$ cat config.mk
export PLATFORM = sky130hd
export DESIGN_NAME = tl_light_monitor_flat
export DESIGN_NICKNAME = d
export VERILOG_FILES = /design/src/rtl/tl_mon_pkg.sv /design/src/rtl/tl_light_monitor_if.sv /design/src/rtl/tl_expect_enc.sv /design/src/rtl/tl_light_monitor.sv /design/src/flat_wrapper.sv
export SDC_FILE = /design/constraint.sdc
export NUM_CORES = 1
export LEC_CHECK = 0
export BUFFER_PORTS_ARGS = -buffer_cell sky130_fd_sc_hd__buf_2
export CAP_MARGIN = 20
export CORE_UTILIZATION = 50
export CTS_BUF_LIST = sky130_fd_sc_hd__clkbuf_2
export CTS_CLUSTER_DIAMETER = 30
export DETAILED_ROUTE_END_ITERATION = 6
export GPL_TIMING_DRIVEN = 0
export PLACE_DENSITY = 0.76
export SKIP_LAST_GASP = 1
export SYNTH_ARGS = -nofsm -noshare
export SYNTH_HDL_FRONTEND = slang
export SYNTH_SLANG_ARGS = --single-unit
$ cat constraint.sdc
create_clock -name clk -period 2.1 [get_ports clk]
set_input_delay 0.315 -clock clk [delete_from_list [all_inputs] [get_ports clk]]
set_output_delay 0.315 -clock clk [all_outputs]
set_load 0.1 [all_outputs]
$ cat src/rtl/tl_mon_pkg.sv
`default_nettype none
// ============================================================================
// Module : tl_mon_pkg
// Brief  : Light codes, error causes, FSM states and the lock-phase decoder
//          shared by the traffic-light monitor.
// Rev    : 1.0  initial release
// ============================================================================
package tl_mon_pkg;

  localparam logic [1:0] GREEN  = 2'b00;
  localparam logic [1:0] YELLOW = 2'b01;
  localparam logic [1:0] LEFT   = 2'b10;
  localparam logic [1:0] RED    = 2'b11;

  localparam logic [1:0] ERR_NONE    = 2'b00;
  localparam logic [1:0] ERR_ILLEGAL = 2'b01;
  localparam logic [1:0] ERR_ORDER   = 2'b10;
  localparam logic [1:0] ERR_SHORT   = 2'b11;

  typedef enum logic [0:0] {
    SYNC   = 1'b0,
    LOCKED = 1'b1
  } state_e;

  // Returns {hit, phase}. Yellow is shared by two phases per street, so only
  // green and left patterns identify a phase unambiguously.
  function automatic logic [3:0] lock_phase(input logic [1:0] la, input logic [1:0] lb);
    logic [3:0] r;
    r = 4'b0000;
    if (la != RED && lb == RED) begin
      if (la == GREEN) r = 4'b1000;
      if (la == LEFT)  r = 4'b1010;
    end else if (la == RED && lb != RED) begin
      if (lb == GREEN) r = 4'b1100;
      if (lb == LEFT)  r = 4'b1110;
    end
    return r;
  endfunction

endpackage
`default_nettype wire

$ cat src/rtl/tl_light_monitor_if.sv
`default_nettype none
// ============================================================================
// Module : tl_light_monitor_if
// Brief  : Light inputs and checker outputs of the traffic-light monitor.
//          TL_MON_STATS_EN adds the round_cnt / err_cnt statistics signals.
// Rev    : 1.0  initial release
// ============================================================================
interface tl_light_monitor_if #(
  parameter int DWELL_W = 8
) ();

  logic [1:0]         La;
  logic [1:0]         Lb;
  logic [2:0]         q_est;
  logic               locked;
  logic [DWELL_W-1:0] dwell;
  logic               err;
  logic [1:0]         err_code;
  logic               err_sticky;
`ifdef TL_MON_STATS_EN
  logic [15:0]        round_cnt;
  logic [7:0]         err_cnt;
`endif

  modport master (
    output La, Lb,
    input  q_est, locked, dwell, err, err_code, err_sticky
`ifdef TL_MON_STATS_EN
    , input round_cnt, err_cnt
`endif
  );

  modport slave (
    input  La, Lb,
    output q_est, locked, dwell, err, err_code, err_sticky
`ifdef TL_MON_STATS_EN
    , output round_cnt, err_cnt
`endif
  );

endinterface
`default_nettype wire

$ cat src/rtl/tl_expect_enc.sv
`default_nettype none
// ============================================================================
// Module : tl_expect_enc
// Brief  : Combinational controller phase -> expected {La,Lb} light pattern.
// Rev    : 1.0  initial release
// ============================================================================
module tl_expect_enc
  import tl_mon_pkg::*;
(
  input  logic [2:0] phase,
  output logic [3:0] pattern
);

  always_comb begin
    pattern = {RED, RED};
    case (phase)
      3'd0:    pattern = {GREEN,  RED};
      3'd1:    pattern = {YELLOW, RED};
      3'd2:    pattern = {LEFT,   RED};
      3'd3:    pattern = {YELLOW, RED};
      3'd4:    pattern = {RED,    GREEN};
      3'd5:    pattern = {RED,    YELLOW};
      3'd6:    pattern = {RED,    LEFT};
      3'd7:    pattern = {RED,    YELLOW};
      default: pattern = {RED,    RED};
    endcase
  end

endmodule
`default_nettype wire

$ cat src/rtl/tl_light_monitor.sv
`default_nettype none
// ============================================================================
// Module : tl_light_monitor
// Brief  : Reconstructs the traffic-light controller phase from La/Lb and
//          flags illegal, out-of-order and too-short phases.
//          Define TL_MON_STATS_EN to add round_cnt / err_cnt statistics.
// Rev    : 1.0  initial release
// ============================================================================
module tl_light_monitor
  import tl_mon_pkg::*;
#(
  parameter int DWELL_W   = 8,
  parameter int MIN_DWELL = 2
) (
  input  logic                clk,
  input  logic                reset_n,
  tl_light_monitor_if.slave   mon
);

  localparam logic [DWELL_W-1:0] DWELL_MAX = {DWELL_W{1'b1}};
  localparam logic [DWELL_W-1:0] DWELL_MIN = DWELL_W'(MIN_DWELL);
  localparam logic [DWELL_W-1:0] DWELL_ONE = DWELL_W'(1);

  state_e             state_q, state_d;
  logic [2:0]         q_est_q, q_est_d;
  logic [DWELL_W-1:0] dwell_q, dwell_d;
  logic               err_q, err_d;
  logic [1:0]         err_code_q, err_code_d;
  logic               err_sticky_q, err_sticky_d;
  logic               armed_q, armed_d;

  logic [3:0] pat;
  logic [3:0] exp_cur;
  logic [3:0] exp_nxt;
  logic [2:0] q_nxt;
  logic [3:0] lock_info;
  logic       legal;
  logic       try_lock;
  logic       wrap_adv;

  assign pat       = {mon.La, mon.Lb};
  assign q_nxt     = q_est_q + 3'd1;
  assign legal     = (mon.La == RED) != (mon.Lb == RED);
  assign lock_info = lock_phase(mon.La, mon.Lb);

  tl_expect_enc u_enc_cur (.phase(q_est_q), .pattern(exp_cur));
  tl_expect_enc u_enc_nxt (.phase(q_nxt),   .pattern(exp_nxt));

  always_comb begin
    state_d      = state_q;
    q_est_d      = q_est_q;
    dwell_d      = dwell_q;
    err_d        = 1'b0;
    err_code_d   = err_code_q;
    err_sticky_d = err_sticky_q;
    armed_d      = armed_q;
    try_lock     = 1'b0;
    wrap_adv     = 1'b0;

    case (state_q)
      SYNC: begin
        if (!legal) begin
          err_d      = 1'b1;
          err_code_d = ERR_ILLEGAL;
        end else begin
          try_lock = 1'b1;
        end
      end
      LOCKED: begin
        if (!legal) begin
          err_d      = 1'b1;
          err_code_d = ERR_ILLEGAL;
          state_d    = SYNC;
          dwell_d    = '0;
        end else if (pat == exp_cur) begin
          if (dwell_q != DWELL_MAX) dwell_d = dwell_q + DWELL_ONE;
        end else if (pat == exp_nxt) begin
          q_est_d  = q_nxt;
          dwell_d  = DWELL_ONE;
          armed_d  = 1'b1;
          wrap_adv = (q_est_q == 3'd7);
          if (armed_q && dwell_q < DWELL_MIN) begin
            err_d      = 1'b1;
            err_code_d = ERR_SHORT;
          end
        end else begin
          err_d      = 1'b1;
          err_code_d = ERR_ORDER;
          state_d    = SYNC;
          dwell_d    = '0;
          try_lock   = 1'b1;
        end
      end
      default: state_d = SYNC;
    endcase

    // A fresh lock never checks the dwell of its first phase.
    if (try_lock && lock_info[3]) begin
      state_d = LOCKED;
      q_est_d = lock_info[2:0];
      dwell_d = DWELL_ONE;
      armed_d = 1'b0;
    end

    if (err_d) err_sticky_d = 1'b1;
  end

  always_ff @(posedge clk) begin
    if (!reset_n) begin
      state_q      <= SYNC;
      q_est_q      <= 3'd0;
      dwell_q      <= '0;
      err_q        <= 1'b0;
      err_code_q   <= ERR_NONE;
      err_sticky_q <= 1'b0;
      armed_q      <= 1'b0;
    end else begin
      state_q      <= state_d;
      q_est_q      <= q_est_d;
      dwell_q      <= dwell_d;
      err_q        <= err_d;
      err_code_q   <= err_code_d;
      err_sticky_q <= err_sticky_d;
      armed_q      <= armed_d;
    end
  end

  assign mon.q_est      = q_est_q;
  assign mon.locked     = (state_q == LOCKED);
  assign mon.dwell      = dwell_q;
  assign mon.err        = err_q;
  assign mon.err_code   = err_code_q;
  assign mon.err_sticky = err_sticky_q;

`ifdef TL_MON_STATS_EN
  logic [15:0] round_cnt_q, round_cnt_d;
  logic [7:0]  err_cnt_q, err_cnt_d;

  always_comb begin
    round_cnt_d = round_cnt_q + {15'd0, wrap_adv};
    err_cnt_d   = err_cnt_q;
    if (err_d && err_cnt_q != 8'hFF) err_cnt_d = err_cnt_q + 8'd1;
  end

  always_ff @(posedge clk) begin
    if (!reset_n) begin
      round_cnt_q <= 16'd0;
      err_cnt_q   <= 8'd0;
    end else begin
      round_cnt_q <= round_cnt_d;
      err_cnt_q   <= err_cnt_d;
    end
  end

  assign mon.round_cnt = round_cnt_q;
  assign mon.err_cnt   = err_cnt_q;
`else
  logic unused_stats;
  assign unused_stats = wrap_adv;
`endif

endmodule
`default_nettype wire

$ cat src/flat_wrapper.sv
// flat-port wrapper written by rule: the top's interface ports become plain ports
module tl_light_monitor_flat import tl_mon_pkg::*;
#(
  parameter int DWELL_W   = 8,
  parameter int MIN_DWELL = 2
)
  (clk, reset_n, mon_La, mon_Lb, mon_q_est, mon_locked, mon_dwell, mon_err, mon_err_code, mon_err_sticky);
  tl_light_monitor_if #(.DWELL_W(DWELL_W)) mon_i ();
  input  logic clk;
  input  logic reset_n;
  input wire logic [$bits(mon_i.La)-1:0] mon_La;
  input wire logic [$bits(mon_i.Lb)-1:0] mon_Lb;
  output wire logic [$bits(mon_i.q_est)-1:0] mon_q_est;
  output wire logic [$bits(mon_i.locked)-1:0] mon_locked;
  output wire logic [$bits(mon_i.dwell)-1:0] mon_dwell;
  output wire logic [$bits(mon_i.err)-1:0] mon_err;
  output wire logic [$bits(mon_i.err_code)-1:0] mon_err_code;
  output wire logic [$bits(mon_i.err_sticky)-1:0] mon_err_sticky;
  assign mon_i.La = mon_La;
  assign mon_i.Lb = mon_Lb;
  assign mon_q_est = mon_i.q_est;
  assign mon_locked = mon_i.locked;
  assign mon_dwell = mon_i.dwell;
  assign mon_err = mon_i.err;
  assign mon_err_code = mon_i.err_code;
  assign mon_err_sticky = mon_i.err_sticky;
  tl_light_monitor #(.DWELL_W(DWELL_W), .MIN_DWELL(MIN_DWELL)) u_core (.clk(clk), .reset_n(reset_n), .mon(mon_i));
endmodule
== After elaboration in Yosys (flattened, before gate mapping) ==
Memory sizes are Yosys's and may differ from the RTL's. A register that Yosys moved wholly into a read port is not among the register bits.
Index checks and enable logic that the tools add are counted.

* Flip-flop bits (word level): 17
* Latch bits: 0
* RAM bits: 0
* Bits in read-only memories: 64
* Bits of input ports: 6
* Output and inout port bits: 16
* Word-level logic and storage cells: 88
* Memories: 2

* Add/subtract/negate cells: 2
* Multiply operators: 0
* Div/mod/pow operators: 0
* Order comparisons: 1
* Equality and inequality tests: 16
* Shift operators: 0
* Muxes and demuxes: 41
* Bitwise gates (word level): 3
* Reduce and logical (&&, ||, !) cells: 15

{| class="wikitable"
|+ Memory list
! memory !! depth !! bits a word !! rd ports !! clocked after memory_dff !! write ports !! line !! text
|-
| (no name shown) || 8 || 4 || 1 || 1 || 0 || tl_expect_enc.sv:16 || <nowiki>case (phase)</nowiki>
|-
| (no name shown) || 8 || 4 || 1 || 0 || 0 || tl_expect_enc.sv:16 ||
|}

{| class="wikitable"
|+ Operator list
! kind !! number
|-
| $mux W4 || 6
|-
| $mux W8 || 3
|-
| $mux W3 || 7
|-
| $mux W1 || 17
|-
| $mux W2 || 5
|-
| $add A8 B1 Y8 const B || 1
|-
| $eq A2 B2 Y1 const B || 4
|-
| $eq A4 B4 Y1 || 2
|-
| $lt A8 B2 Y1 const B || 1
|-
| $ne A2 B2 Y1 const B || 4
|-
| $ne A4 B4 Y1 const B || 2
|-
| $ne A8 B8 Y1 const B || 1
|-
| $reduce_and A4 Y1 || 2
|-
| $ne A3 B3 Y1 const B || 2
|-
| $reduce_bool A2 Y1 || 3
|-
| $logic_and A1 B1 Y1 || 4
|-
| $logic_not A2 Y1 || 2
|-
| $pmux W1 S2 || 2
|-
| $pmux W2 S2 || 1
|-
| $reduce_and A2 Y1 || 2
|-
| $add A3 B1 Y3 const B || 1
|-
| $not A1 Y1 || 3
|-
| $reduce_and A3 Y1 || 1
|-
| $reduce_or A2 Y1 || 1
|-
| $ne A1 B1 Y1 || 1
|}

== Depth between registers and ports, before layout ==
An unclocked memory read counts as a cell.

* Depth after elaboration: 12
* Gate-level depth with buffers: 11

== Hierarchy ==
Synthesis repeated with hierarchy kept, for this count alone.

* Cell total of the unflattened synthesis: 120
* Area total of the unflattened synthesis: 1,081.0 um^2

{| class="wikitable"
|+ Modules (own cells, without submodules)
! module !! times used !! cells an instance !! area an instance (um^2)
|-
| tl_light_monitor || 1 || 110 || 1,006.0
|-
| tl_expect_enc (u_core.u_enc_nxt) || 1 || 5 || 38.8
|-
| tl_expect_enc (u_core.u_enc_cur) || 1 || 5 || 36.3
|}

== Least setup slack after synthesis ==
No wires, ideal clock.

* Path kind: reg-to-reg
* Start: register u_core.q_est_q[0], in the netlist u_core.mon.q_est[0]
* End: register, netlist name u_core.u_enc_cur.pattern[2]
* Setup time: 0.120 ns
* Data arrival time: 2.895 ns
* Data required time: 1.980 ns
* Path slack: -0.915 ns
* Cell stages (with the launch flop): 9
* Period minus slack after synthesis: 3.015 ns
* Path through: dfxtp_1 > ha_1 > xnor2_1 > mux2_2 > a221oi_2 > nand2_1 > xor2_1 > a21oi_4 > or2_1

* Word-level cells in the longest chain between the ends: 12
* Elaborated cells on any way between the ends: 20
* Those cells by class: add/sub: 1; eq/ne: 2; mux: 11; reduce/logical: 5; memory: 1

{| class="wikitable"
|+ RTL lines
! element !! line !! text
|-
| from (decl) || tl_light_monitor.sv:25 || <nowiki>logic [2:0] q_est_q, q_est_d;</nowiki>
|-
| from (signal assigned) || tl_light_monitor.sv:119 || <nowiki>q_est_q <= q_est_d;</nowiki>
|-
| $add A3 B1 Y3 || tl_light_monitor.sv:42 || <nowiki>assign q_nxt = q_est_q + 3'd1;</nowiki>
|-
| $mem_v2 Z8 W4 || - ||
|-
| $eq A4 B4 Y1 || tl_light_monitor.sv:77 || <nowiki>end else if (pat == exp_nxt) begin</nowiki>
|-
| $mux W1 || tl_light_monitor.sv:77 ||
|-
| $mux W1 || tl_light_monitor.sv:75 || <nowiki>end else if (pat == exp_cur) begin</nowiki>
|-
| $mux W1 || tl_light_monitor.sv:70 || <nowiki>if (!legal) begin</nowiki>
|-
| $pmux W1 S2 || tl_light_monitor.sv:60 || <nowiki>case (state_q)</nowiki>
|-
| $logic_and A1 B1 Y1 || tl_light_monitor.sv:98 || <nowiki>if (try_lock && lock_info[3]) begin</nowiki>
|-
| $ne A2 B2 Y1 (no source line) or $reduce_bool A2 Y1 (tied branches) || - ||
|-
| $reduce_and A4 Y1 (no source line) || - ||
|-
| $mux W3 (no source line) * (2 in series) || - ||
|}

Mark *: on every way between the ends. The rest lies on a longest branch, timed or not. The select of a mux whose other input is x is not followed.
A chain may end at the register's enable or synchronous reset.

== Final worst setup path ==
* Start: register u_core.q_est_q[1], in the netlist u_core.mon.q_est[1]
* End: register, netlist name u_core.u_enc_cur.pattern[2]

* Word-level cells in the longest chain between the ends: 12
* Elaborated cells on any way between the ends: 20
* Those cells by class: add/sub: 1; eq/ne: 2; mux: 11; reduce/logical: 5; memory: 1

{| class="wikitable"
|+ RTL lines
! element !! line
|-
| $add A3 B1 Y3 || tl_light_monitor.sv:42
|-
| $mem_v2 Z8 W4 || -
|-
| $eq A4 B4 Y1 || tl_light_monitor.sv:77
|-
| $mux W1 || tl_light_monitor.sv:77
|-
| $mux W1 || tl_light_monitor.sv:75
|-
| $mux W1 || tl_light_monitor.sv:70
|-
| $pmux W1 S2 || tl_light_monitor.sv:60
|-
| $logic_and A1 B1 Y1 || tl_light_monitor.sv:98
|-
| $ne A2 B2 Y1 (no source line) or $reduce_bool A2 Y1 (tied branches) || -
|-
| $reduce_and A4 Y1 (no source line) || -
|-
| $mux W3 (no source line) * (2 in series) || -
|}

Marks and branches as above.

==> results.txt <==
status -> finished, violations left
failing checks -> negative setup slack
crit path time final -> 2.27 ns
Setup WS post-layout -> -0.165 ns
Post-Synth Adder-Cell Area -> 0.0560
hold_buf cts -> 0
# fillers -> 136
largest family of logic cells by synthesized area -> simple AND/OR/NAND/NOR gates
routed vias -> 1083
layout cells sized above 1 -> 0.476
number of library cell types mapped by synthesis -> 41
worst slew pin tran -> 0.657 ns
Die W -> 49.3 um
Row Count -> 16
WP data required -> 2.35 ns
Gate power share -> 0.274
Seq/Total Area, Yosys -> 0.376
PD cells -> 537 mW/mm^2
hold wc startpoint -> reset_n
final WL -> 2990 um
GR Overflow Total -> 0
Synth Register Bits -> 21
Setup Crit Path Kind -> reg -> reg
worst hold slack -> 0.308 ns
RSZ-0062 raised after global routing -> yes
Worst EP arrival -> 2.52 ns
R2R Setup Slk -> -0.17 ns
P_sw -> 0.301 mW
reg2reg path depth -> 9
Synth Area per Inst -> 8.87 sq um
Core Footprint -> 0.00202 sq mm
Lkg Pwr -> 0.663 nW
Max stage delay on crit path -> 0.40 ns
# Max-Cap Violations -> 0
DP HPWL -> 1770 um
Initial Utilization -> 0.553
Final Cycle Share -> 1.08
relative slew slack -> 0.556
vias in the first global route -> 984
reg2reg end -> u_core.u_enc_cur.pattern[2]
xor/xnor share of the synthesized area -> 0.0862
Hold Path Sink -> u_core.mon.err_sticky
Sequential Power Share -> 0.513
Switching Share -> 0.361
reg2reg start -> u_core.mon.q_est[1]
Final Skew -> 0.00694 ns
Area Growth Syn to Fin -> 39.0%
clock power share -> 0.213
hold depth -> 2
DR WL/cell -> 15.6 um
synthesized-area fraction occupied by and/or/nand/nor cells -> 0.249
via/cell ratio -> 5.67
DP Worst Slack -> -0.344 ns
gpl congestion -> 0.852
first-pass GRT wire length -> 4310 um
GRT Total Usage -> 0.227
initial antenna violation count -> 0
CTS root buf -> clkbuf_2
Skew-Pair Late Insertion Delay -> 0.34 ns
DRC -> 0
DP Area -> 0.00130 sq mm
Synth Cell Area -> 0.00112 sq mm
mux share of post-synthesis cell area -> 0.0190
fin. max-slew vios -> 0
Final setup viols -> 18
final-report hold violation count -> 0
Worst Setup End Kind -> register
H-tree Lvls -> 1
Syn Nets -> 137
Die Area -> 0.00243 sq mm
Gate Count Post-Synth -> 126
Clk pin slew, worst setup/hold paths -> 0.19 ns
nets@finish -> 176
Diodes inserted -> 0
Total Power -> 0.834 mW
number of top-level pins -> 22
Worst IR Drop VDD -> 0.000473 V
Yosys Warn Count -> 0
Critical-path top delay cell -> dfxtp_4
largest net degree at the start of global routing -> 12
die height -> 49.3 um
post-route design area -> 0.00155 sq mm
CP Cell Sequence -> inv_2 > ha_4 > or3b_1 > o21a_2 > a221oi_4 > nand2_2 > xor2_2 > a21oi_4 > or2_1
antenna viol nets, final -> 0
HP Class -> in -> reg
CTS tree -> done
drt first-iter violations -> 29
Port Buf Inserts -> 20
Num CTS Buffers -> 3
CP Max Fanout -> 5
f_max -> 441 MHz
Util after Layout -> 0.768
DRT Pass-1 Iters -> 4
post-synthesis compound-gate area fraction -> 0.193
internal power -> 0.533 mW
type of origin of the critical path -> register
clock buffer depth -> 2
CTS sink count -> 21
## cell usage in the layout (no fill, tap or decap), drive strengths merged, types with 2 or more instances in the layout
cell | synthesis | layout
nor2b | 2 | 2
nor2 | 15 | 15
a21oi | 5 | 5
or2 | 3 | 3
inv | 4 | 4
nor3b | 2 | 2
nand4 | 3 | 3
dfxtp | 21 | 21
o21bai | 2 | 2
o21a | 2 | 2
nand2 | 12 | 12
clkbuf | 1 | 5
buf | 1 | 35
xnor2 | 2 | 2
ha | 5 | 5
nand3b | 3 | 3
nand3 | 4 | 4
a21boi | 2 | 2
o21ai | 7 | 7
or3 | 2 | 2
xor2 | 9 | 9
nor4 | 2 | 2
## power by group through the flow
stage | clock network, mW | registers (mW) | logic, mW
3_3_place_gp | 0 | 0.433 | 0.181
3_5_place_dp | 0 | 0.434 | 0.185
6_report | 0.178 | 0.428 | 0.229
4_1_cts | 0.172 | 0.426 | 0.198
2_1_floorplan | 0 | 0.509 | 0.0735
5_1_grt | 0.197 | 0.430 | 0.240
## through the flow
stage / std cells / setup TNS [ns]
finish: 191 / -1.29
global route: 191 / -2.79
CTS: 187 / -0.678
detailed placement: 173 / -3.65
global placement: 173 / -3.30
floorplan: 126 / -3.07
## worst max path at each step
stage | startpoint | endpoint | slack, ns
6_report | u_core.mon.q_est[1] | u_core.u_enc_cur.pattern[2] | -0.17
5_1_grt | u_core.mon.q_est[1] | u_core.u_enc_cur.pattern[2] | -0.24
4_1_cts | u_core.mon.q_est[1] | u_core.u_enc_cur.pattern[2] | -0.12
3_5_place_dp | mon_Lb[1] | u_core.u_enc_cur.pattern[2] | -0.34
3_3_place_gp | mon_Lb[1] | u_core.u_enc_cur.pattern[2] | -0.33
2_1_floorplan | u_core.mon.q_est[1] | u_core.u_enc_cur.pattern[2] | -0.26
## cells by family after synthesis
logic type                 after synthesis
xor gates and xnor gates                11
DFF                                     21
and+or+nand+nor                         54
adders and majority gates                5
muxes                                    2
AOI/OAI and AO/OA                       27
buffers and inverters                    6
## metal layers
layer | vias up | GRT usage | share of wire
met5 | - | 0 | 0
met4 | 0 | 0.0588 | 0.037
met3 | 9 | 0.0374 | 0.038
met2 | 37 | 0.384 | 0.51
met1 | 515 | 0.297 | 0.42
li1 | 522 | - | -
## worst max-delay path, delay by kind of cell (launching register included)
family | cells | cell delay [ns]
DFF | 1 | 0.40
and+or+nand+nor | 3 | 0.69
buffers and inverters | 1 | 0.04
AOI/OAI and AO/OA | 3 | 0.68
adders and majority gates | 1 | 0.14
xor gates and xnor gates | 1 | 0.22
## cell usage after synthesis (all sizes together)
| library cell | count | area [sq um] |
|---|---|---|
| a221oi | 1 | 15.0 |
| nor2b | 2 | 12.5 |
| dfxtp | 21 | 420 |
| or3 | 2 | 12.5 |
| and3 | 1 | 6.26 |
| ha | 5 | 62.6 |
| nand3b | 3 | 22.5 |
| nand4 | 3 | 18.8 |
| o21ai | 7 | 35.0 |
| a21boi | 2 | 15.0 |
| nand2b | 1 | 6.26 |
| nor4b | 1 | 8.76 |
| and2 | 1 | 6.26 |
| or3b | 1 | 8.76 |
| or2 | 3 | 18.8 |
| nor2 | 15 | 56.3 |
| o31a | 1 | 8.76 |
| o31ai | 1 | 7.51 |
| nor3b | 2 | 15.0 |
| inv | 4 | 15.0 |
| a22oi | 1 | 7.51 |
| o21a | 2 | 15.0 |
| o21bai | 2 | 15.0 |
| xnor2 | 2 | 17.5 |
| o41ai | 1 | 8.76 |
| buf | 1 | 5.00 |
| clkbuf | 1 | 3.75 |
| nor4 | 2 | 12.5 |
| a21oi | 5 | 47.5 |
| o211a | 1 | 10.0 |
| nand2 | 12 | 45.0 |
| nand3 | 4 | 20.0 |
| a22o | 1 | 10.0 |
| xor2 | 9 | 78.8 |
| or4 | 1 | 7.51 |
| a32oi | 1 | 8.76 |
| mux2i | 1 | 10.0 |
| mux2 | 1 | 11.3 |
| o221a | 1 | 11.3 |
## layout make-up
| cell class | instances | area, sq um | share of cell area |
|---|---|---|---|
| buffer | 2 | 8.76 | 0.00564 |
| clock buffer | 4 | 20.0 | 0.0129 |
| inverter | 4 | 15.0 | 0.00967 |
| multi-input combinational | 99 | 825 | 0.531 |
| sequential | 21 | 438 | 0.282 |
| tap | 27 | 33.8 | 0.0218 |
| timing repair buffer | 34 | 213 | 0.137 |
## sequential cells by signal, indices dropped and copies added, names as in the netlist
signal,count
u_core.mon.locked,1
u_core.u_enc_cur.pattern,4
u_core.mon.q_est,3
u_core.mon.err_code,2
u_core.mon.err_sticky,1
u_core.mon.dwell,8
u_core.armed_q,1
u_core.mon.err,1
## repair_timing
item / CTS / global route
gates resized for setup: 7 / 21
pin swaps: 8 / 13
endpoints found under the setup margin: 18 / 19
setup buffers: 10 / 4
(Power assumes the default switching activity.)
